### src/rtl/imem_loader.sv
// Framed byte-stream loader for the instruction memory.
// Parses sync/address/length/data/checksum frames into byte writes.
module imem_loader #(
  parameter int MEM_SIZE = 1024,
  parameter int ADDR_W   = 10
) (
  input  logic              clk,
  input  logic              rstn,
  input  logic              in_valid,
  input  logic [7:0]        in_data,
  output logic              in_ready,
  output logic              wr_en,
  output logic [ADDR_W-1:0] wr_addr,
  output logic [7:0]        wr_data,
  output logic              busy,
  output logic              done,
  output logic              load_error
);

  typedef enum logic [3:0] {
    S_IDLE,
    S_ADDR0,
    S_ADDR1,
    S_LEN0,
    S_LEN1,
    S_DATA,
    S_FLUSH,
    S_CHK,
    S_DONE
  } state_t;

  localparam logic [7:0]  SYNC    = 8'hA5;
  localparam logic [16:0] MEM_LIM = 17'(MEM_SIZE);

  state_t            state_q, state_d;
  logic [15:0]       addr_q, addr_d;
  logic [15:0]       len_q, len_d;
  logic [15:0]       cnt_q, cnt_d;
  logic [7:0]        acc_q, acc_d;
  logic              rerr_q, rerr_d;
  logic              lerr_q, lerr_d;
  logic              wr_en_q, wr_en_d;
  logic [ADDR_W-1:0] wr_addr_q, wr_addr_d;
  logic [7:0]        wr_data_q, wr_data_d;

  logic              take;
  logic [15:0]       len_w;
  logic [16:0]       end_w;
  logic [15:0]       cnt_inc;
  logic              last;

  assign in_ready   = (state_q != S_DONE);
  assign busy       = (state_q != S_IDLE) && (state_q != S_DONE);
  assign done       = (state_q == S_DONE);
  assign load_error = lerr_q;
  assign wr_en      = wr_en_q;
  assign wr_addr    = wr_addr_q;
  assign wr_data    = wr_data_q;

  assign take    = in_valid && in_ready;
  assign len_w   = {in_data, len_q[7:0]};
  // 17-bit sum so an end past 64K cannot wrap into range
  assign end_w   = {1'b0, addr_q} + {1'b0, len_w};
  assign cnt_inc = cnt_q + 16'd1;
  assign last    = (cnt_inc == len_q);

  always_comb begin
    state_d   = state_q;
    addr_d    = addr_q;
    len_d     = len_q;
    cnt_d     = cnt_q;
    acc_d     = acc_q;
    rerr_d    = rerr_q;
    lerr_d    = lerr_q;
    wr_en_d   = 1'b0;
    wr_addr_d = wr_addr_q;
    wr_data_d = wr_data_q;
    if (state_q == S_DONE) begin
      state_d = S_IDLE;
    end else if (take) begin
      unique case (state_q)
        S_IDLE: begin
          if (in_data == SYNC) begin
            state_d = S_ADDR0;
            lerr_d  = 1'b0;
            rerr_d  = 1'b0;
            acc_d   = 8'h00;
          end
        end
        S_ADDR0: begin
          addr_d[7:0] = in_data;
          state_d     = S_ADDR1;
        end
        S_ADDR1: begin
          addr_d[15:8] = in_data;
          state_d      = S_LEN0;
        end
        S_LEN0: begin
          len_d[7:0] = in_data;
          state_d    = S_LEN1;
        end
        S_LEN1: begin
          len_d[15:8] = in_data;
          cnt_d       = 16'd0;
          if (end_w > MEM_LIM) begin
            rerr_d  = 1'b1;
            state_d = (len_w == 16'd0) ? S_CHK : S_FLUSH;
          end else if (len_w == 16'd0) begin
            state_d = S_CHK;
          end else begin
            state_d = S_DATA;
          end
        end
        S_DATA: begin
          wr_en_d   = 1'b1;
          wr_data_d = in_data;
          wr_addr_d = addr_q[ADDR_W-1:0] + cnt_q[ADDR_W-1:0];
          acc_d     = acc_q ^ in_data;
          cnt_d     = cnt_inc;
          if (last) state_d = S_CHK;
        end
        S_FLUSH: begin
          cnt_d = cnt_inc;
          if (last) state_d = S_CHK;
        end
        S_CHK: begin
          lerr_d  = rerr_q || (in_data != acc_q);
          state_d = S_DONE;
        end
        default: state_d = S_IDLE;
      endcase
    end
  end

  always_ff @(posedge clk or negedge rstn) begin
    if (!rstn) begin
      state_q   <= S_IDLE;
      addr_q    <= '0;
      len_q     <= '0;
      cnt_q     <= '0;
      acc_q     <= '0;
      rerr_q    <= 1'b0;
      lerr_q    <= 1'b0;
      wr_en_q   <= 1'b0;
      wr_addr_q <= '0;
      wr_data_q <= '0;
    end else begin
      state_q   <= state_d;
      addr_q    <= addr_d;
      len_q     <= len_d;
      cnt_q     <= cnt_d;
      acc_q     <= acc_d;
      rerr_q    <= rerr_d;
      lerr_q    <= lerr_d;
      wr_en_q   <= wr_en_d;
      wr_addr_q <= wr_addr_d;
      wr_data_q <= wr_data_d;
    end
  end

endmodule
### config.mk
export PLATFORM = sky130hd
export DESIGN_NAME = imem_loader
export DESIGN_NICKNAME = d
export VERILOG_FILES = /design/src/rtl/imem_loader.sv
export SDC_FILE = /design/constraint.sdc
export NUM_CORES = 1
export LEC_CHECK = 0
export ABC_AREA = 0
export CAP_MARGIN = 20
export CORE_MARGIN = 2
export CORE_UTILIZATION = 40
export DETAILED_ROUTE_END_ITERATION = 10
export HOLD_SLACK_MARGIN = 0.08
export PLACE_DENSITY = 0.58
export SETUP_SLACK_MARGIN = 0.5
export SLEW_MARGIN = 10
export SYNTH_ARGS = -nofsm -noshare
export SYNTH_HDL_FRONTEND = slang
export SYNTH_SLANG_ARGS = --single-unit
### constraint.sdc
create_clock -name clk -period 2.75 [get_ports clk]
set_clock_uncertainty 0.1 [all_clocks]
set_input_delay 0.825 -clock clk [delete_from_list [all_inputs] [get_ports clk]]
set_output_delay 0.825 -clock clk [all_outputs]
set_load 0.05 [all_outputs]
==> results.sh, run 1 <==
export IMPL_vias_per_cell=5.235
export IMPL_tritoncts="done"
export IMPL_n_antenna_cell=0
export IMPL_slowest_delay_ns=0.57
export IMPL_cts_buffers=9
export IMPL_hold_class="input pin to asynchronous set/reset pin"
export IMPL_dpl_instance_area_sq_um=6611
export IMPL_critPathKind="input pin to flop"
export IMPL_powerDensity_nw_per_um2=1006
export IMPL_antenna_left=0
export IMPL_setup_viol=12
export IMPL_clk_pin_slew_worst_paths_ns=0.06
export IMPL_crit_family="simple AND/OR/NAND/NOR gates"
export IMPL_die_area_sq_um=14150
export IMPL_grt_max_degree=42
export IMPL_cp_max_fo=5
export IMPL_synth_seq_cells=81
export IMPL_synth_main_ff_cell="dfrtp_1"
export IMPL_required_ns=2.88
export IMPL_fin_tns_setup_ns=-2.596
export IMPL_synth_fa_ha_area_frac=0.06911
export IMPL_crit_buf_inv=2
export IMPL_ff2ff_setup_slack_ns=-0.26
export IMPL_p_leak_nw=3.613
export IMPL_cap_viol_max_count=0
export IMPL_clock_path_buffers=2
export IMPL_drtIter0Drc=277
export IMPL_cts_root_buf="clkbuf_16"
export IMPL_worst_slew_pin_slew_ns=0.5027
export IMPL_antenna_found_initial=0
export IMPL_fmax_ghz=0.3312
export IMPL_overflow=0
export IMPL_finalHoldViolCount=0
export IMPL_dpl_hpwl_um=10850
export IMPL_grt_pass1_wl_um=24550
export IMPL_netlist_area_sq_um=5286
export IMPL_first_pass_iters=4
export IMPL_rows=42
export IMPL_fin_ws_ns=-0.2690
export IMPL_grt_use_total=0.2227
export IMPL_synth_compound_area_frac=0.1669
export IMPL_drc=0
export IMPL_end_kind="flop"
export IMPL_core_area_sq_um=13090
export IMPL_ios=34
export IMPL_slew_headroom=0.6662
export IMPL_vias=4738
export IMPL_final_area_sq_um=7476
export IMPL_worstSkewPairLatency_ns=0.35
export IMPL_h_tree_depth=3
export IMPL_drive_above_1_share=0.3813
export IMPL_max_vdd_ir_drop_uv=491.4
export IMPL_final_max_slew_viol_count=0
export IMPL_die_w_um=119.0
export IMPL_syn_inst=563
export IMPL_port_buffers=33
export IMPL_fill_cells=1141
export IMPL_finalNetCount=763
export IMPL_die_y_um=119.0
export IMPL_arrival_ns=3.15
export IMPL_synth_simple_gate_area_frac=0.1721
export IMPL_status="complete, but fails checks"
export IMPL_synth_seq_area_share=0.3834
export IMPL_fin_crit_ns=3.019
export IMPL_synth_top_family_by_area="simple AND/OR/NAND/NOR gates"
export IMPL_drt_wl_total_um=15380
export IMPL_cts_sinks=81
export IMPL_period_share=1.098
export IMPL_ys_warn_count=0
export IMPL_gp_congestion=0.8662
export IMPL_synth_cell_types=63
export IMPL_synth_edf_count=0
export IMPL_async_reset_ff_frac=1.000
export IMPL_wl_per_cell_um=17.00
export IMPL_critPathSlowestCell="or4_4"
export IMPL_violations="setup timing"
export IMPL_path_cells="buf_6, or4_4, o21ai_2, a21o_1, a21oi_2, a211oi_2, a41oi_4, or4_4, buf_6, mux2_4"
export IMPL_critPathLaunchType="input pin"
export IMPL_avgSynthCellArea_sq_um=9.390
export IMPL_synthesis_nets=602
export IMPL_area_growth_pct=41.42
export IMPL_initial_core_util=0.4040
export IMPL_synthMuxAreaShare=0.08544
export IMPL_synthXorXnorAreaFrac=0.06959
export IMPL_rsz0062_at_grt="true"
export IMPL_grt_pass1_vias=4675
[kinds of logic after synthesis]
| family | after synthesis |
|---|---|
| DFF | 81 |
| adders and majority gates | 28 |
| buffers and inverters | 50 |
| and+or+nand+nor | 187 |
| xor gates and xnor gates | 42 |
| AOI/OAI and AO/OA | 137 |
| muxes | 38 |
[synthesized netlist by cell type, types with 6 or more instances]
master | number | area, sq um
a21o_1 | 12 | 90.09
a21oi_1 | 21 | 105.1
clkbuf_1 | 17 | 63.81
dfrtp_1 | 81 | 2027
ha_1 | 26 | 325.3
inv_1 | 19 | 71.32
mux2_2 | 25 | 281.5
mux2_4 | 8 | 120.1
nand2_1 | 76 | 285.3
nand2b_1 | 6 | 37.54
nand3_1 | 17 | 85.08
nand4_1 | 6 | 37.54
nor2_1 | 40 | 150.1
nor3_1 | 8 | 40.04
nor4_1 | 8 | 50.05
o21ai_0 | 55 | 275.3
o21bai_1 | 6 | 45.04
xnor2_1 | 25 | 219.0
xor2_1 | 17 | 148.9
[path summary, 6_finish.rpt]
kind,startpoint,end,depth (start not counted)
hold / removal,rstn,addr_q[2],1
max in group asynchronous,rstn,wr_data[4],2
setup reg to reg,cnt_q[1],len_q[7],11
setup / recovery,in_data[1],len_q[7],10
min in group clk,wr_addr[1],wr_addr[1],2
hold reg to reg,wr_addr[1],wr_addr[1],2
[registers in the layout, summed over array words and instances, names as in the netlist]
signal and cells:
addr_q 16, cnt_q 16, len_q 16, wr_addr 10, acc_q 8, wr_data 8, state_q 4, load_error 1
rerr_q 1, wr_en 1
[metrics by stage]
step	total power, W	hold WS (ns)	setup WS, ns	std cells	util
CTS	0.007261	0.2544	-0.2725	891	0.5505
floorplan	0.004593	0.3559	-0.5194	563	-
detailed placement	0.005949	0.3672	-1.054	853	0.5053
global placement	0.005881	0.3597	-0.9898	853	0.5053
global route	0.008030	0.2640	-0.3735	905	0.5713
finish	0.007523	0.2522	-0.2690	905	0.5713
[per-layer routing]
metal	vias up	track usage	routed length, um
li1	2313	-	-
met1	2296	0.2902	6769
met2	110	0.3833	7732
met3	19	0.03065	611
met4	0	0.06920	269
met5	-	0	0
[layout by cell type (no fill, tap or decap), types with 7 or more instances in the layout]
| cell type | instances |
|---|---|
| buf_4 | 126 |
| dfrtp_1 | 81 |
| nand2_1 | 74 |
| nor2_1 | 38 |
| o21ai_1 | 32 |
| mux2_2 | 25 |
| o21ai_0 | 24 |
| dlygate4sd2_1 | 22 |
| ha_1 | 20 |
| buf_6 | 19 |
| xnor2_1 | 18 |
| xor2_1 | 17 |
| a21oi_1 | 15 |
| inv_1 | 14 |
| a21o_1 | 12 |
| nand3_1 | 11 |
| clkbuf_16 | 9 |
| mux2_4 | 8 |
| xnor2_2 | 7 |
[repair_timing]
action | in CTS | in global routing
gates cloned | 1 | 1
hold buffers | 0 | 0
resized for setup | 99 | 48
hold endpoints to repair | 0 | 0
buffers inserted | 21 | 13
endpoints found under the setup margin | 54 | 41
pin swaps | 31 | 28
[cell type report]
class | instances | area [sq um] | share of cell area
inverters | 19 | 77.57 | 0.01038
well taps | 176 | 220.2 | 0.02946
flip-flops and latches | 81 | 2027 | 0.2711
multi-input cells | 432 | 3337 | 0.4464
clock buffers | 11 | 252.7 | 0.03381
clock inverters | 5 | 30.03 | 0.004017
repair buffers | 181 | 1531 | 0.2049
[where the power goes]
group,switching (W),leakage [nW],total (W),internal [W]
clock,0.000508,0.137,0.00116,0.000656
combinational,0.00240,2.44,0.00441,0.00202
sequential,0.000318,1.04,0.00194,0.00163
total,0.00322,3.61,0.00752,0.00430
No activity file was read; power rests on OpenSTA's default activity.
==> run 2: changes to the inputs <==
--- a/config.mk
+++ b/config.mk
@@ -6,5 +6,5 @@
 export NUM_CORES = 1
 export LEC_CHECK = 0
-export ABC_AREA = 0
+export ABC_AREA = 1
 export CAP_MARGIN = 20
 export CORE_MARGIN = 2
==> constraint.sdc (replaced) <==
create_clock -name clk -period 2.75 [get_ports clk]
set_clock_uncertainty 0.1 [all_clocks]
set_input_delay 0.275 -clock clk [delete_from_list [all_inputs] [get_ports clk]]
set_output_delay 0.275 -clock clk [all_outputs]
set_load 0.05 [all_outputs]
==> run 2 against run 1 <==
Core utilization is 6.7 points lower. Die area increased by 0.36%. First-iteration DRC count shrank 13%. Setup slack improved by 0.68 ns. Power grew 2.3%. Synthesized cell count is 33% higher. Critical path depth up 5. Global-route usage is 0.82 points lower. Combinational power fell by 4%. The flow now finishes without violations. Via count increased by 6.5%. Fmax grew 29%. Final cell count grew 9.9%.
==> results.sh, run 2 <==
export IMPL_status="finished clean"
export IMPL_period_share=0.8517
export IMPL_fin_tns_setup_ns=0
export IMPL_worstSetupStartpoint="len_q[0]"
export IMPL_grt_use_total=0.2145
export IMPL_vias=5044
export IMPL_syn_inst=751
export IMPL_required_ns=2.89
export IMPL_synth_seq_area_share=0.3820
export IMPL_initial_core_util=0.4055
export IMPL_drc=0
export IMPL_grt_pass1_vias=4846
export IMPL_clock_path_buffers=2
export IMPL_h_tree_depth=3
export IMPL_ys_warn_count=0
export IMPL_slew_headroom=0.6017
export IMPL_synth_top_area_cell="dfrtp_1"
export IMPL_finalNetCount=853
export IMPL_yosysMostFrequentCell="nand2_1"
export IMPL_drive_above_1_share=0.1343
export IMPL_synth_cell_types=36
export IMPL_critPathSlowestCell="dfrtp_1"
export IMPL_p_leak_nw=3.238
export IMPL_power_total_w=0.007697
export IMPL_rows=42
export IMPL_synthesis_nets=790
export IMPL_fill_cells=1272
export IMPL_drtIter0Drc=242
export IMPL_grt_max_degree=41
export IMPL_avgSynthCellArea_sq_um=7.066
export IMPL_rsz0062_at_grt="true"
export IMPL_critPathKind="flop to flop"
export IMPL_gp_congestion=0.9375
export IMPL_antenna_found_initial=0
export IMPL_critical_path_most_common_cell="nand2_2"
export IMPL_worstSkewPairLatency_ns=0.35
export IMPL_drt_wl_total_um=14440
export IMPL_final_area_sq_um=6603
export IMPL_max_vdd_ir_drop_uv=519.5
export IMPL_cts_sinks=81
export IMPL_core_area_sq_um=13090
export IMPL_netlist_area_sq_um=5306
export IMPL_grt_pass1_wl_um=23940
export IMPL_reg_top3="addr_q: 16 flops, cnt_q: 16 flops, len_q: 16 flops"
export IMPL_worst_slew_pin_slew_ns=0.5957
export IMPL_die_area_sq_um=14200
export IMPL_end_kind="flop"
export IMPL_clk_pin_slew_worst_paths_ns=0.06
export IMPL_cts_root_buf="clkbuf_16"
export IMPL_ios=34
export IMPL_synth_main_ff_cell="dfrtp_1"
export IMPL_fin_hold_ws_ns=0.3633
export IMPL_overflow=0
export IMPL_crit_buf_inv=1
export IMPL_async_reset_ff_frac=1.000
export IMPL_path_cells="ha_4, fa_2, nand3_2, nand3_4, buf_4, nand2_1, nand3_1, nor2_2, nand4_1, nand2_2, nand2_2, nand2_2, nand2_2, nand2_2, nand2_1"
export IMPL_synth_edf_count=0
export IMPL_synth_common_cells="254 x nand2_1, 99 x inv_1, 81 x dfrtp_1"
export IMPL_die_w_um=119.2
export IMPL_multi_input_area_sq_um=3117
export IMPL_final_max_slew_viol_count=0
export IMPL_slowest_delay_ns=0.43
export IMPL_r2r_start="len_q[0]"
export IMPL_synth_area_top_cells="dfrtp_1 38%, nand2_1 18%, inv_1 7.0%, ha_1 6.1%, o21ai_0 5.9%"
export IMPL_synth_top_cell_area_share=0.3820
export IMPL_vias_per_cell=5.069
export IMPL_fmax_ghz=0.4270
export IMPL_setup_viol=0
export IMPL_layout_common_cells="242 x nand2_1, 96 x inv_1, 75 x dfrtp_1"
export IMPL_area_growth_pct=24.43
export IMPL_dpl_instance_area_sq_um=5968
export IMPL_synth_seq_cells=81
export IMPL_cts_buffers=9
export IMPL_wl_per_cell_um=14.51
export IMPL_crit_family="simple AND/OR/NAND/NOR gates"
export IMPL_layout_commonest_cell="nand2_1"
export IMPL_die_y_um=119.2
export IMPL_first_pass_iters=5
export IMPL_dpl_hpwl_um=10980
export IMPL_n_antenna_cell=0
export IMPL_final_seq_area_sq_um=2034
export IMPL_antenna_left=0
export IMPL_cp_max_fo=4
export IMPL_arrival_ns=2.48
export IMPL_port_buffers=33
export IMPL_powerDensity_nw_per_um2=1166
export IMPL_fin_crit_ns=2.342
export IMPL_hold_class="input pin to asynchronous set/reset pin"
export IMPL_tritoncts="done"
export IMPL_cap_viol_max_count=0
export IMPL_finalHoldViolCount=0
export IMPL_critPathLaunchType="flop"
[run 2: per-layer routing]
layer  vias to the layer above  GRT usage  part of all wire
li1                       2556          -                 -
met1                      2360     0.2757              0.45
met2                       108     0.3664              0.49
met3                        20    0.04406             0.038
met4                         0    0.05952             0.023
met5                         -          0                 0
[run 2: stage by stage]
step / utilization / instances / worst slack (ns)
4_1_cts: 0.4878 / 989 / 0.3740
2_1_floorplan: - / 751 / 0.5002
5_1_grt: 0.5046 / 995 / 0.2508
3_3_place_gp: 0.4561 / 967 / 0.09568
3_5_place_dp: 0.4561 / 967 / 0.1182
6_report: 0.5046 / 995 / 0.4079
[run 2: what timing repair did]
item | in CTS | in global routing
buffers inserted | 5 | 6
cloned | 0 | 0
hold buffers | 1 | 0
endpoints found under the hold margin | 38 | 0
pin swaps | 12 | 20
gates resized for setup | 17 | 49
setup endpoints to repair | 7 | 21
[run 2: where the power goes]
part | internal, W | switching [W] | total, W
clock | 0.000702 | 0.000492 | 0.00119
sequential | 0.00170 | 0.000553 | 0.00225
combinational | 0.00168 | 0.00257 | 0.00425
total | 0.00408 | 0.00361 | 0.00770
[run 2: worst paths after layout]
check	slack [ns]	endpoint	cells after the start
max	0.41	state_q[1]	15
min	0.36	cnt_q[1]	2
max reg2reg	0.41	state_q[1]	15
min reg2reg	0.38	wr_data[3]	2
max in group asynchronous	1.44	cnt_q[8]	3
min in group clk	0.38	wr_data[3]	2
[run 2: layout make-up]
class	instances	area share
clock buffer	11	0.03525
clock inverter	5	0.008528
timing repair buffer	63	0.08471
multi-input combinational	559	0.4720
inverter	100	0.05799
tap	176	0.03335
sequential	81	0.3081
[run 2: logic make-up (layout without fill, tap and decap cells)]
group / count (synthesis) / after routing / synth area share
simple gates: 405 / 405 / 0.3256
buf+inv: 111 / 179 / 0.07875
compound gates: 103 / 103 / 0.1042
flops: 81 / 81 / 0.3820
fa+ha+maj: 28 / 28 / 0.06885
xor+xnor: 23 / 23 / 0.04056
